File: src/rtl/fifo_pkg.sv
// Shared definitions for the FIFO nibble packer.
//   DATA_WIDTH_DEF : default FIFO read-data width in bits
//   PACK_DEF       : default number of FIFO entries packed per output word
//   state_t        : packer FSM state encoding
package fifo_pkg;

  localparam int DATA_WIDTH_DEF = 4;
  localparam int PACK_DEF       = 4;

  typedef enum logic [1:0] {
    S_FILL  = 2'd0,
    S_FULL  = 2'd1,
    S_FLUSH = 2'd2
  } state_t;

endpackage

File: src/rtl/fifo_nibble_packer.sv
// Packs `pack` consecutive entries read from an async FIFO read port into
// one output word. Lane 0 (m_data LSBs) holds the first entry read. A flush
// request pushes out a partially filled word, with unused lanes zero.
//
// Ports
//   rd_clk       : single clock
//   rd_reset     : asynchronous active-high reset
//   fifo_empty   : registered empty flag from the FIFO read side
//   fifo_data    : FIFO read data, valid the cycle after fifo_rd_en
//   fifo_rd_en   : FIFO read request (combinational)
//   flush        : single-cycle request to emit a partial word
//   m_data       : packed output word
//   m_count      : number of valid entries in m_data
//   m_valid      : output word valid
//   m_ready      : downstream accept
//   o_dbg_state  : current FSM state (debug)
//   o_dbg_fill   : number of lanes currently filled (debug)
//
// Output handshake: a word transfers on every rd_clk edge where
// m_valid && m_ready. While m_valid && !m_ready, m_data and m_count hold
// stable. A new word may load on the same edge the previous one transfers.
module fifo_nibble_packer
  import fifo_pkg::*;
#(
  parameter int  data_width = DATA_WIDTH_DEF,
  parameter int  pack       = PACK_DEF,
  localparam int CW         = $clog2(pack) + 1
) (
  input  logic                       rd_clk,
  input  logic                       rd_reset,
  input  logic                       fifo_empty,
  input  logic [data_width-1:0]      fifo_data,
  output logic                       fifo_rd_en,
  input  logic                       flush,
  output logic [data_width*pack-1:0] m_data,
  output logic [CW-1:0]              m_count,
  output logic                       m_valid,
  input  logic                       m_ready,
  output state_t                     o_dbg_state,
  output logic [CW-1:0]              o_dbg_fill
);

  state_t                                r_state;
  logic [CW-1:0]                         r_fill;
  logic                                  r_inflight;
  logic                                  r_flush_pend;
  logic                                  r_started;
  logic [pack-1:0][data_width-1:0]       r_lanes;

  logic [CW:0]                           w_pending;
  logic                                  w_out_free;
  logic                                  w_flush_ok;
  logic                                  w_last_cap;

  // Lanes already filled plus the one read still in flight.
  assign w_pending  = {1'b0, r_fill} + {{CW{1'b0}}, r_inflight};
  assign w_out_free = !m_valid || m_ready;
  // A flush only matters when there is something to emit.
  assign w_flush_ok = flush && (w_pending != '0);
  // The in-flight entry lands in the last lane on this edge.
  assign w_last_cap = r_inflight && (r_fill == CW'(pack - 1));

  // r_started keeps the read request low from reset release until the
  // first clock edge, even if the FIFO is already non-empty.
  assign fifo_rd_en = r_started && !fifo_empty &&
                      (w_pending < (CW + 1)'(pack)) && (r_state != S_FLUSH);

  assign o_dbg_state = r_state;
  assign o_dbg_fill  = r_fill;

  always_ff @(posedge rd_clk or posedge rd_reset) begin
    if (rd_reset) begin
      r_state      <= S_FILL;
      r_fill       <= '0;
      r_inflight   <= 1'b0;
      r_flush_pend <= 1'b0;
      r_started    <= 1'b0;
      r_lanes      <= '0;
      m_data       <= '0;
      m_count      <= '0;
      m_valid      <= 1'b0;
    end else begin
      r_started  <= 1'b1;
      r_inflight <= fifo_rd_en;

      if (m_valid && m_ready) begin
        m_valid <= 1'b0;
      end

      // Fixed one-cycle read latency: the entry requested last cycle is on
      // fifo_data now and goes into the next free lane.
      if (r_inflight) begin
        for (int i = 0; i < pack; i++) begin
          if (r_fill == CW'(i)) begin
            r_lanes[i] <= fifo_data;
          end
        end
        r_fill <= r_fill + 1'b1;
      end

      case (r_state)
        S_FILL: begin
          if (w_flush_ok) begin
            r_flush_pend <= 1'b1;
          end
          // A full word takes precedence: it also serves a pending flush.
          if (w_last_cap) begin
            r_state <= S_FULL;
          end else if (w_flush_ok || r_flush_pend) begin
            r_state <= S_FLUSH;
          end
        end

        S_FULL: begin
          if (w_out_free) begin
            m_data       <= r_lanes;
            m_count      <= CW'(pack);
            m_valid      <= 1'b1;
            r_fill       <= '0;
            r_lanes      <= '0;
            r_flush_pend <= 1'b0;
            r_state      <= S_FILL;
          end else if (w_flush_ok) begin
            r_flush_pend <= 1'b1;
          end
        end

        S_FLUSH: begin
          // Wait for the last in-flight entry, then emit what is there.
          if (!r_inflight && w_out_free) begin
            m_data       <= r_lanes;
            m_count      <= r_fill;
            m_valid      <= 1'b1;
            r_fill       <= '0;
            r_lanes      <= '0;
            r_flush_pend <= 1'b0;
            r_state      <= S_FILL;
          end
        end

        default: begin
          r_state <= S_FILL;
        end
      endcase
    end
  end

endmodule

File: config.mk
export PLATFORM = sky130hd
export DESIGN_NAME = fifo_nibble_packer
export DESIGN_NICKNAME = d
export VERILOG_FILES = /design/src/rtl/fifo_pkg.sv /design/src/rtl/fifo_nibble_packer.sv
export SDC_FILE = /design/constraint.sdc
export NUM_CORES = 1
export LEC_CHECK = 0
export BUFFER_PORTS_ARGS = -buffer_cell sky130_fd_sc_hd__buf_2
export CAP_MARGIN = 20
export CORE_ASPECT_RATIO = 1.4
export CORE_UTILIZATION = 55
export CTS_CLUSTER_DIAMETER = 60
export DETAILED_ROUTE_END_ITERATION = 7
export GPL_TIMING_DRIVEN = 0
export HOLD_SLACK_MARGIN = 0.03
export PLACE_DENSITY = 0.9
export SKIP_LAST_GASP = 1
export SYNTH_ARGS = -nofsm -noshare
export SYNTH_HDL_FRONTEND = slang
export SYNTH_SLANG_ARGS = --single-unit
File: constraint.sdc
create_clock -name rd_clk -period 2.17 [get_ports rd_clk]
set_clock_uncertainty 0.05 [all_clocks]
set_input_delay 0.217 -clock rd_clk [delete_from_list [all_inputs] [get_ports rd_clk]]
set_output_delay 0.217 -clock rd_clk [all_outputs]
set_load 0.02 [all_outputs]
### Yosys cells after proc, flatten, opt, wreduce, memory -nomap -nowiden

Cells that the tools add are included.
Widths: inputs -> output; s select.

| word-level totals | value |
|---|---|
| register bits after elaboration | 44 |
| bits of input ports | 9 |
| output and inout port bits | 26 |
| logic and storage cells | 75 |

| operators by class | value |
|---|---|
| add/subtract/negate cells | 2 |
| $lt $le $gt $ge | 1 |
| eq/ne operators | 9 |
| mux-type cells | 31 |
| reductions and logical operators | 20 |

Operators with widths:

| kind | number |
|---|---|
| $mux 16 | 5 |
| $pmux 16 s2 | 2 |
| $mux 4 | 4 |
| $mux 3 | 5 |
| $pmux 3 s2 | 2 |
| $mux 2 | 4 |
| $logic_and 1x1->1 | 7 |
| $eq 3x2->1 const B | 2 |
| $mux 1 | 6 |
| $ne 2x2->1 const B | 3 |
| $pmux 2 s3 | 1 |
| $reduce_and 3->1 | 2 |
| $add 3x1->4 | 1 |
| $lt 4x3->1 const B | 1 |
| $reduce_bool 4->1 | 1 |
| $add 3x1->3 const B | 1 |
| $eq 3x1->1 const B | 1 |
| $logic_not 1->1 | 3 |
| $logic_not 3->1 | 1 |
| $ne 3x3->1 const B | 1 |
| $pmux 1 s3 | 1 |
| $reduce_bool 3->1 | 1 |
| $eq 2x1->1 const B | 1 |
| $eq 2x2->1 const B | 1 |
| 5 further kinds | 6 |

### Depth between registers and ports, before layout

Gate-level depths: netlist (run 1).

| depth | value |
|---|---|
| depth in word-level cells | 7 |
| gate-level depth with buffers | 8 |
| mapped depth without buffers | 6 |

### Worst setup path before layout (run 1)

OpenSTA, ideal clock, no wires.

| timing | value |
|---|---|
| path type | register to output |
| from | register r_fill[0] (netlist: o_dbg_fill[0]) |
| to | output fifo_rd_en |
| data arrival time | 1.830 ns |
| required time | 1.903 ns |
| path slack | 0.073 ns |
| cell stages (with the launch flop) | 6 |
| path buffers | 0 |
| cells stage by stage | dfrtp_1 > ha_1 > ha_1 > nor2_1 > a21oi_1 > nor4b_1 |

| on the way | value |
|---|---|
| cells in the longest elaborated chain, start to end | 4 |

RTL lines:

| item | RTL line | text |
|---|---|---|
| start, declared | fifo_nibble_packer.sv:44 | `logic [CW-1:0] r_fill;` |
| start signal, assigned | fifo_nibble_packer.sv:98 | `r_fill <= r_fill + 1'b1;` |
| $add 3x1->4 | fifo_nibble_packer.sv:56 | `assign w_pending = {1'b0, r_fill} + {{CW{1'b0}}, r_inflight};` |
| $lt 4x3->1 | fifo_nibble_packer.sv:66 | `(w_pending < (CW + 1)'(pack)) && (r_state != S_FLUSH);` |
| $logic_and 1x1->1 | fifo_nibble_packer.sv:65 | `assign fifo_rd_en = r_started && !fifo_empty &&` |
| $logic_and 1x1->1 | fifo_nibble_packer.sv:66 |  |
| end, declared | fifo_nibble_packer.sv:33 | `output logic fifo_rd_en,` |

No other way between the ends.

### Worst setup path in the final report (run 1)

Same ends and word-level chain as after synthesis.

==> results of run 1 <==
synthesized netlist by cell type (3+ instances only):
cell / number / share of area, %
dfrtp_1: 44 / 53
inv_1: 9 / 1.6
o21ai_0: 3 / 0.73
mux2_2: 7 / 3.8
ha_1: 11 / 6.7
nand3_1: 17 / 4.1
nand2_1: 27 / 4.9
a21oi_1: 19 / 4.6
nor2_1: 3 / 0.54
nor2b_1: 4 / 1.2
mux2_4: 10 / 7.3
buf_2: 4 / 0.97
final cells by class:
class | count | area [um2] | share of cell area, %
plain buffers | 6 | 51.3 | 2.10
clock buffers | 6 | 82.6 | 3.37
clock inverters | 2 | 38.8 | 1.58
inverters | 9 | 33.8 | 1.38
multi-input cells | 122 | 887 | 36.2
flip-flops and latches | 44 | 1100 | 45.1
well taps | 42 | 52.6 | 2.15
repair buffers | 37 | 198 | 8.08
registers in the layout, indices dropped and copies added (netlist names):
name,flops
m_valid,1
o_dbg_state,2
m_count,3
o_dbg_fill,3
r_started,1
r_inflight,1
m_data,16
r_lanes,16
r_flush_pend,1
worst max-delay path, delay by kind of cell, from the launching register on:
kind	cells	cell delay [ns]
compound gates	1	0.08
fa+ha+maj	2	0.40
buf+inv	1	0.19
flops	1	0.42
simple gates	2	0.38
power breakdown:
| part | internal (mW) | switching (mW) | total (mW) |
|---|---|---|---|
| Clock | 0.376 | 0.276 | 0.652 |
| Sequential | 0.994 | 0.118 | 1.11 |
| Combinational | 0.465 | 0.658 | 1.12 |
| Total | 1.84 | 1.05 | 2.89 |
final timing paths:
path | startpoint | to | cells after the start
setup / recovery | o_dbg_fill[0]$_DFF_PP0_ | fifo_rd_en | 6
min in group rd_clk | fifo_data[1] | r_lanes[9]$_DFF_PP0_ | 3
setup reg to reg | o_dbg_state[0]$_DFFE_PP0P_ | m_data[4]$_DFFE_PP0P_ | 7
max in group asynchronous | rd_reset | o_dbg_fill[0]$_DFF_PP0_ | 2
hold reg to reg | r_lanes[7]$_DFF_PP0_ | m_data[7]$_DFFE_PP0P_ | 1
hold / removal | rd_reset | m_data[2]$_DFFE_PP0P_ | 2
cells by family (layout without fill, tap and decap cells):
logic type / Yosys count / after routing / share of synthesized area, %
simple gates: 58 / 58 / 13.4
mux: 20 / 20 / 13.1
other cells: 1 / 1 / 0.181
compound gates: 32 / 32 / 9.26
flops: 44 / 44 / 53.3
buf+inv: 15 / 60 / 4.12
fa+ha+maj: 11 / 11 / 6.66
per-layer routing:
layer / vias up / track usage (%) / wire, um
met5: - / 0 / 0
met4: 0 / 10.2 / 91
met1: 734 / 24.3 / 1560
met3: 8 / 7.77 / 194
li1: 704 / - / -
met2: 45 / 38.8 / 2130
timing repair:
action | in CTS | in global routing
setup endpoints to repair | 0 | 1
setup buffers | 0 | 2
hold buffers | 0 | 1
gates resized for setup | 0 | 4
hold endpoints to repair | 0 | 1
==> impl_metrics.json, run 1 <==
{
  "wirelength_um": 3980,
  "setup_viol": 0,
  "hold_slack_ns": 0.0486,
  "synth_nets": 201,
  "slew-limit-headroom_pct": 40.5,
  "rsz0062_at_grt": "false",
  "timing.setup.tns_ns": 0,
  "via_per_inst": 5.56,
  "root_buffer": "clkbuf_8",
  "cp.arrival_ns": 1.76,
  "max_freq_mhz": 493,
  "yosysSeqAreaShare_pct": 53.3,
  "placementRows": 26,
  "overflow": 0,
  "cts_tree": "built",
  "fin_crit_ns": 2.03,
  "p_per_area_nw_per_um2": 1180,
  "synthCells": 181,
  "setup.worst_path.class": "reg2out",
  "design_area_um2": 2450,
  "max-vdd-ir-drop_uv": 716,
  "n_fill_cell": 268,
  "grt_max_degree": 45,
  "grt_pass1_wl_um": 6240,
  "dr.pass1.iters": 8,
  "insertion_delay_ns": 0.30,
  "hold_violations": 0,
  "critical-path-max-stage-delay_ns": 0.42,
  "stdcell_count": 268,
  "worst-path-max-fanout": 3,
  "synth_area_um2": 2070,
  "diodes": 0,
  "htreeDepth": 2,
  "syn_to_final_growth_pct": 18.4,
  "slew_violations": 0,
  "ant_nets": 0,
  "drt_iter0_drc": 37,
  "power_mw": 2.89,
  "gp_congestion": 0.840,
  "die_area_um2": 4010,
  "violations": "DRC",
  "dpl_worst_slack_ns": 0.232,
  "die_x_um": 53.8,
  "cp_slowest_cell": "dfrtp_2",
  "portBuffers": 34,
  "cap_viol_max_count": 0,
  "dpl_cell_area_um2": 2290,
  "reg2reg_slack_ns": 0.21,
  "mostFrequentLayoutCells": "42 x dfrtp_1, 37 x buf_2, 27 x nand2_1",
  "dp_cells": 257,
  "p_leak_nw": 1.24,
  "hold_class": "in2async",
  "final_common_cell": "dfrtp_1",
  "cp-end-kind": "primary output",
  "antenna_found_initial": 0,
  "utilization_pct": 67.8,
  "drive_above_1_share_pct": 32.7,
  "worst_pin_slew_ns": 0.891,
  "clockBufferDepth": 2,
  "path_cells": "ha_1, ha_1, nor2_1, a21oi_1, nor4b_2, buf_4",
  "clock-sinks": 44,
  "syn-mean-instance-area_um2": 11.4,
  "numCtsBuffers": 5,
  "min_period_over_period_pct": 93.5,
  "synth_flop_cell": "dfrtp_1",
  "synth-seq-cells": 44,
  "drc_errors": 1,
  "clkTransAtPathRegs_ns": 0.08,
  "dp_hpwl_um": 2880,
  "dieHeight_um": 74.5,
  "synth_edf_count": 0,
  "initial_core_util_pct": 57.2,
  "grt_pass1_vias": 1360,
  "coreArea_um2": 3610,
  "ios": 35,
  "num-nets-final": 245,
  "synth-warning-count": 0,
  "critPathLaunchType": "register",
  "grt_usage_pct": 22.6,
  "vias": 1491,
  "cp.required_ns": 1.90,
  "wl_per_cell_um": 14.8,
  "critPathMostFrequentCell": "ha_1",
  "worst_slack_ns": 0.140,
  "ys_types": 30,
  "outcome": "finished with violations",
  "ys_async_sr_fraction_pct": 100
}
No activity file was read; power rests on OpenSTA's default activity.
==> run 2: changes to the inputs <==
- PLACE_DENSITY: 0.9 -> 0.85
==> run 2 against run 1 <==
The flow now finishes without violations; clock power increased by 2%; register-to-register slack improved by 0.02 ns; combinational power about the same; design area decreased by 0.82%; first-iteration DRC count increased by 2.7%; power decreased by 0.81%; global-route usage decreased by 0.91 points; worst setup slack about the same; clock-buffer cell count unchanged; routed wire length decreased by 2.3%; maximum frequency about the same; cell count decreased by 0.75%; critical endpoint unchanged.
==> impl_metrics.json, run 2 (synthesized netlist as in run 1, its figures left out) <==
{
  "via_per_inst": 5.55,
  "drt_iter0_drc": 38,
  "coreArea_um2": 3610,
  "mostFrequentLayoutCells": "44 x dfrtp_1, 38 x buf_2, 27 x nand2_1",
  "grt_pass1_vias": 1376,
  "min_period_over_period_pct": 93.5,
  "ios": 35,
  "insertion_delay_ns": 0.30,
  "syn_to_final_growth_pct": 17.4,
  "critPathBufInv": 1,
  "dr.pass1.iters": 4,
  "portBuffers": 34,
  "slew-limit-headroom_pct": 40.5,
  "gp_congestion": 0.815,
  "outcome": "finished clean",
  "setup.worst_path.class": "reg2out",
  "cts_tree": "built",
  "root_buffer": "clkbuf_8",
  "grt_usage_pct": 21.7,
  "diodes": 0,
  "worst_pin_slew_ns": 0.891,
  "clkTransAtPathRegs_ns": 0.09,
  "cp.required_ns": 1.90,
  "vias": 1477,
  "drive_above_1_share_pct": 31.3,
  "power_mw": 2.86,
  "critical-path-max-stage-delay_ns": 0.43,
  "critPathMostFrequentCell": "ha_1",
  "hold_violations": 0,
  "num-nets-final": 243,
  "cp.arrival_ns": 1.76,
  "wirelength_um": 3890,
  "ant_nets": 0,
  "initial_core_util_pct": 57.2,
  "top_regs": "m_data x16, r_lanes x16",
  "die_x_um": 53.8,
  "max_freq_mhz": 493,
  "cp-end-kind": "primary output",
  "clockBufferDepth": 2,
  "p_leak_nw": 1.23,
  "die_area_um2": 4010,
  "grt_pass1_wl_um": 6100,
  "antenna_found_initial": 0,
  "worst-path-max-fanout": 5,
  "final_common_cell": "dfrtp_1",
  "numCtsBuffers": 5,
  "overflow": 0,
  "worst_slack_ns": 0.140,
  "grt_max_degree": 45,
  "path_cells": "ha_1, ha_1, and2_1, a21oi_1, nor4b_2, buf_2",
  "dieHeight_um": 74.5,
  "drc_errors": 0,
  "cap_viol_max_count": 0,
  "dp_hpwl_um": 2840,
  "htreeDepth": 2,
  "dpl_worst_slack_ns": 0.195,
  "rsz0062_at_grt": "false",
  "p_per_area_nw_per_um2": 1180,
  "timing.setup.tns_ns": 0,
  "fin_crit_ns": 2.03,
  "setup_viol": 0,
  "cp_slowest_cell": "dfrtp_1",
  "critPathLaunchType": "register",
  "max-vdd-ir-drop_uv": 722,
  "wl_per_cell_um": 14.6,
  "placementRows": 26,
  "hold_class": "in2async",
  "slew_violations": 0,
  "utilization_pct": 67.2,
  "critical-path-top-delay-family": "flip-flops",
  "clock-sinks": 44
}
## run 2: layout make-up
class                      count  area [um2]
fill                         279        1180
sequential                    44        1100
multi-input combinational    122         887
timing repair buffer          35         180
clock buffer                   6        82.6
tap                           42        52.6
buffer                         6        51.3
clock inverter                 2        38.8
inverter                       9        33.8
## run 2: timing repair
item	CTS	global route
setup endpoints to repair	0	1
endpoints found under the hold margin	1	0
hold buffers	1	0
gates resized for setup	0	1
buffers inserted	0	0
## run 2: through the flow
| stage | instance area (um2) | hold slack, ns | instances |
|---|---|---|---|
| floorplan | 2070 | 0.309 | 181 |
| global placement | 2290 | 0.338 | 257 |
| detailed placement | 2290 | 0.342 | 257 |
| CTS | 2420 | 0.0862 | 266 |
| global route | 2430 | 0.134 | 266 |
| finish | 2430 | 0.0473 | 266 |
## run 2: path summary, 6_finish.rpt
| check | cells past startpoint | startpoint | slack [ns] | to |
|---|---|---|---|---|
| worst min-delay path | 2 | rd_reset | 0.05 | r_lanes[2]$_DFF_PP0_ |
| worst min register to register | 1 | r_lanes[7]$_DFF_PP0_ | 0.45 | m_data[7]$_DFFE_PP0P_ |
| worst max-delay path | 6 | o_dbg_fill[0]$_DFF_PP0_ | 0.14 | fifo_rd_en |
| max in group asynchronous | 2 | rd_reset | 1.46 | m_count[1]$_DFFE_PP0P_ |
| worst max register to register | 7 | o_dbg_state[0]$_DFFE_PP0P_ | 0.23 | m_data[12]$_DFFE_PP0P_ |
| min in group rd_clk | 3 | fifo_data[3] | 0.16 | r_lanes[11]$_DFF_PP0_ |
## run 2: power by group
part	switching (mW)	internal [mW]	leakage, nW	total, mW
Clock	0.286	0.377	0.0614	0.663
Sequential	0.121	0.992	0.599	1.11
Combinational	0.635	0.452	0.574	1.09
Total	1.04	1.82	1.23	2.86
## run 2: per-layer routing
metal	global-route usage [%]	routed length [um]
met4	12.0	84
met5	0	0
met3	4.50	155
met2	36.8	2060
met1	24.8	1590
==> run 3: changes to the inputs <==
- RECOVER_POWER: unset -> 100
==> run 3 against run 2 <==
The run now ends with capacitance limit, slew limit left; sequential share of layout area increased by 1.8 points; power down 4.5%; clock power decreased by 0.8%; first-iteration DRC count is 16% lower; largest cell class unchanged.
==> impl_metrics.json, run 3 (synthesized netlist as in run 1, its figures left out) <==
{
  "outcome": "finished with violations",
  "violations": "capacitance limit, slew limit",
  "cp.required_ns": 1.90,
  "grt_pass1_vias": 1376,
  "drt_iter0_drc": 32,
  "die_area_um2": 4010,
  "min_period_over_period_pct": 93.5,
  "wl_per_cell_um": 14.5,
  "cts_tree": "built",
  "cap_viol_max_count": 1,
  "worst_pin_slew_ns": 1.59,
  "clockBufferDepth": 2,
  "grt_use_met2_pct": 36.8,
  "clkTransAtPathRegs_ns": 0.09,
  "drc_errors": 0,
  "p_leak_nw": 1.12,
  "slew_violations": 45,
  "coreArea_um2": 3610,
  "max-vdd-ir-drop_uv": 711,
  "root_buffer": "clkbuf_8",
  "ant_nets": 0,
  "setup.worst_path.class": "reg2out",
  "utilization_pct": 64.7,
  "wirelength_um": 3850,
  "grt_use_met1_pct": 24.8,
  "cp-end-kind": "primary output",
  "antenna_found_initial": 0,
  "critPathBufInv": 1,
  "clock-sinks": 44,
  "n_fill_cell": 302,
  "insertion_delay_ns": 0.30,
  "diodes": 0,
  "overflow": 0,
  "critical-path-max-stage-delay_ns": 0.45,
  "rsz0062_at_grt": "false",
  "slew-limit-headroom_pct": -5.91,
  "die_x_um": 53.8,
  "mostFrequentLayoutCells": "44 x dfrtp_1, 27 x nand2_1, 27 x clkbuf_1",
  "portBuffers": 34,
  "setup_viol": 0,
  "worst-path-max-fanout": 6,
  "syn_to_final_growth_pct": 13.0,
  "dp_hpwl_um": 2840,
  "cp_slowest_cell": "dfrtp_1",
  "critical-path-top-delay-family": "flip-flops",
  "num-nets-final": 243,
  "p_per_area_nw_per_um2": 1170,
  "numCtsBuffers": 5,
  "hold_slack_ns": 0.165,
  "fin_crit_ns": 2.03,
  "initial_core_util_pct": 57.2,
  "via_per_inst": 5.53,
  "hold_violations": 0,
  "grt_pass1_wl_um": 6100,
  "postCtsSetupBuffers": 0,
  "dieHeight_um": 74.5,
  "dr.pass1.iters": 4,
  "drive_above_1_share_pct": 14.3,
  "ios": 35,
  "hold_class": "in2reg",
  "gp_congestion": 0.815,
  "top_regs": "m_data x16, r_lanes x16",
  "ff_latch_area_um2": 1100,
  "path_cells": "ha_1, ha_1, and2_1, a21oi_1, nor4b_2, buf_2",
  "use_met3_pct": 4.50,
  "final_common_cell": "dfrtp_1",
  "critPathMostFrequentCell": "ha_1",
  "htreeDepth": 2,
  "timing.setup.tns_ns": 0,
  "grt_usage_pct": 21.7,
  "cp.arrival_ns": 1.76,
  "vias": 1472,
  "grt-busiest-layer": "met2",
  "power_mw": 2.73,
  "max_freq_mhz": 493,
  "placementRows": 26,
  "multi_input_area_um2": 841,
  "critPathLaunchType": "register",
  "grt_max_degree": 45
}
==> run 3: cell count changes in the layout (fill, tap and decap cells not counted) <==
| cell | before | now |
|---|---|---|
| inv_2 | 1 | 0 |
| o21ai_1 | 0 | 1 |
| mux2_4 | 10 | 2 |
| inv_1 | 8 | 9 |
| buf_2 | 38 | 11 |
| o21ai_2 | 1 | 0 |
| clkbuf_4 | 0 | 1 |
| clkbuf_1 | 0 | 27 |
| mux2i_1 | 2 | 3 |
| mux2_1 | 0 | 8 |
| buf_12 | 1 | 0 |
| mux2i_4 | 1 | 0 |
==> run 3: final timing paths <==
path                                                  from                     to  slack [ns]  depth (start not counted)
worst max-delay path                  r_inflight$_DFF_PP0_             fifo_rd_en        0.14                          6
worst min-delay path                          fifo_data[3]  r_lanes[11]$_DFF_PP0_        0.16                          3
worst max register to register  o_dbg_state[0]$_DFFE_PP0P_  m_data[4]$_DFFE_PP0P_        0.15                          7
worst min register to register       m_data[8]$_DFFE_PP0P_  m_data[8]$_DFFE_PP0P_        0.45                          1
max in group asynchronous                         rd_reset   r_lanes[7]$_DFF_PP0_        0.80                          2
min in group asynchronous                         rd_reset   r_lanes[2]$_DFF_PP0_        0.33                          2
==> run 3: what timing repair did <==
item / in CTS / in global routing
hold buffers: 1 / 0
resized for setup: 0 / 1
hold endpoints to repair: 1 / 0
endpoints found under the setup margin: 0 / 1
==> run 3: report_power, final <==
group / switching (mW) / total (mW) / internal, mW
combinational: 0.612 / 0.962 / 0.350
sequential: 0.122 / 1.11 / 0.992
clock: 0.282 / 0.658 / 0.376
total: 1.02 / 2.73 / 1.72
==> run 3: per-stage QoR <==
stage / instance area, um2 / instances / setup WS (ns)
3_5_place_dp: 2290 / 257 / 0.195
5_1_grt: 2330 / 266 / 0.0101
3_3_place_gp: 2290 / 257 / 0.248
6_report: 2330 / 266 / 0.141
4_1_cts: 2420 / 266 / 0.0524
2_1_floorplan: 2070 / 181 / 0.0729
==> run 3: layout make-up <==
type                       instances  share of cell area, %
clock buffer                       6                   3.54
buffer                             6                   1.55
sequential                        44                   47.2
multi-input combinational        122                   36.0
inverter                           9                   1.45
timing repair buffer              35                   6.38
tap                               42                   2.25
clock inverter                     2                   1.66
==> run 3: tightest hold or removal path: cells and delay by family <==
family	cells	cell delay (ns)
AO/OA/AOI/OAI	1	0.06
AND/OR/NAND/NOR	1	0.08
buffers and inverters	1	0.13
==> run 3: per-layer routing <==
layer	up-vias	share of wire, %	wire length [um]
li1	710	-	-
met1	708	41	1580
met2	40	52	2000
met3	14	4.0	154
met4	0	3.2	125
met5	-	0	0
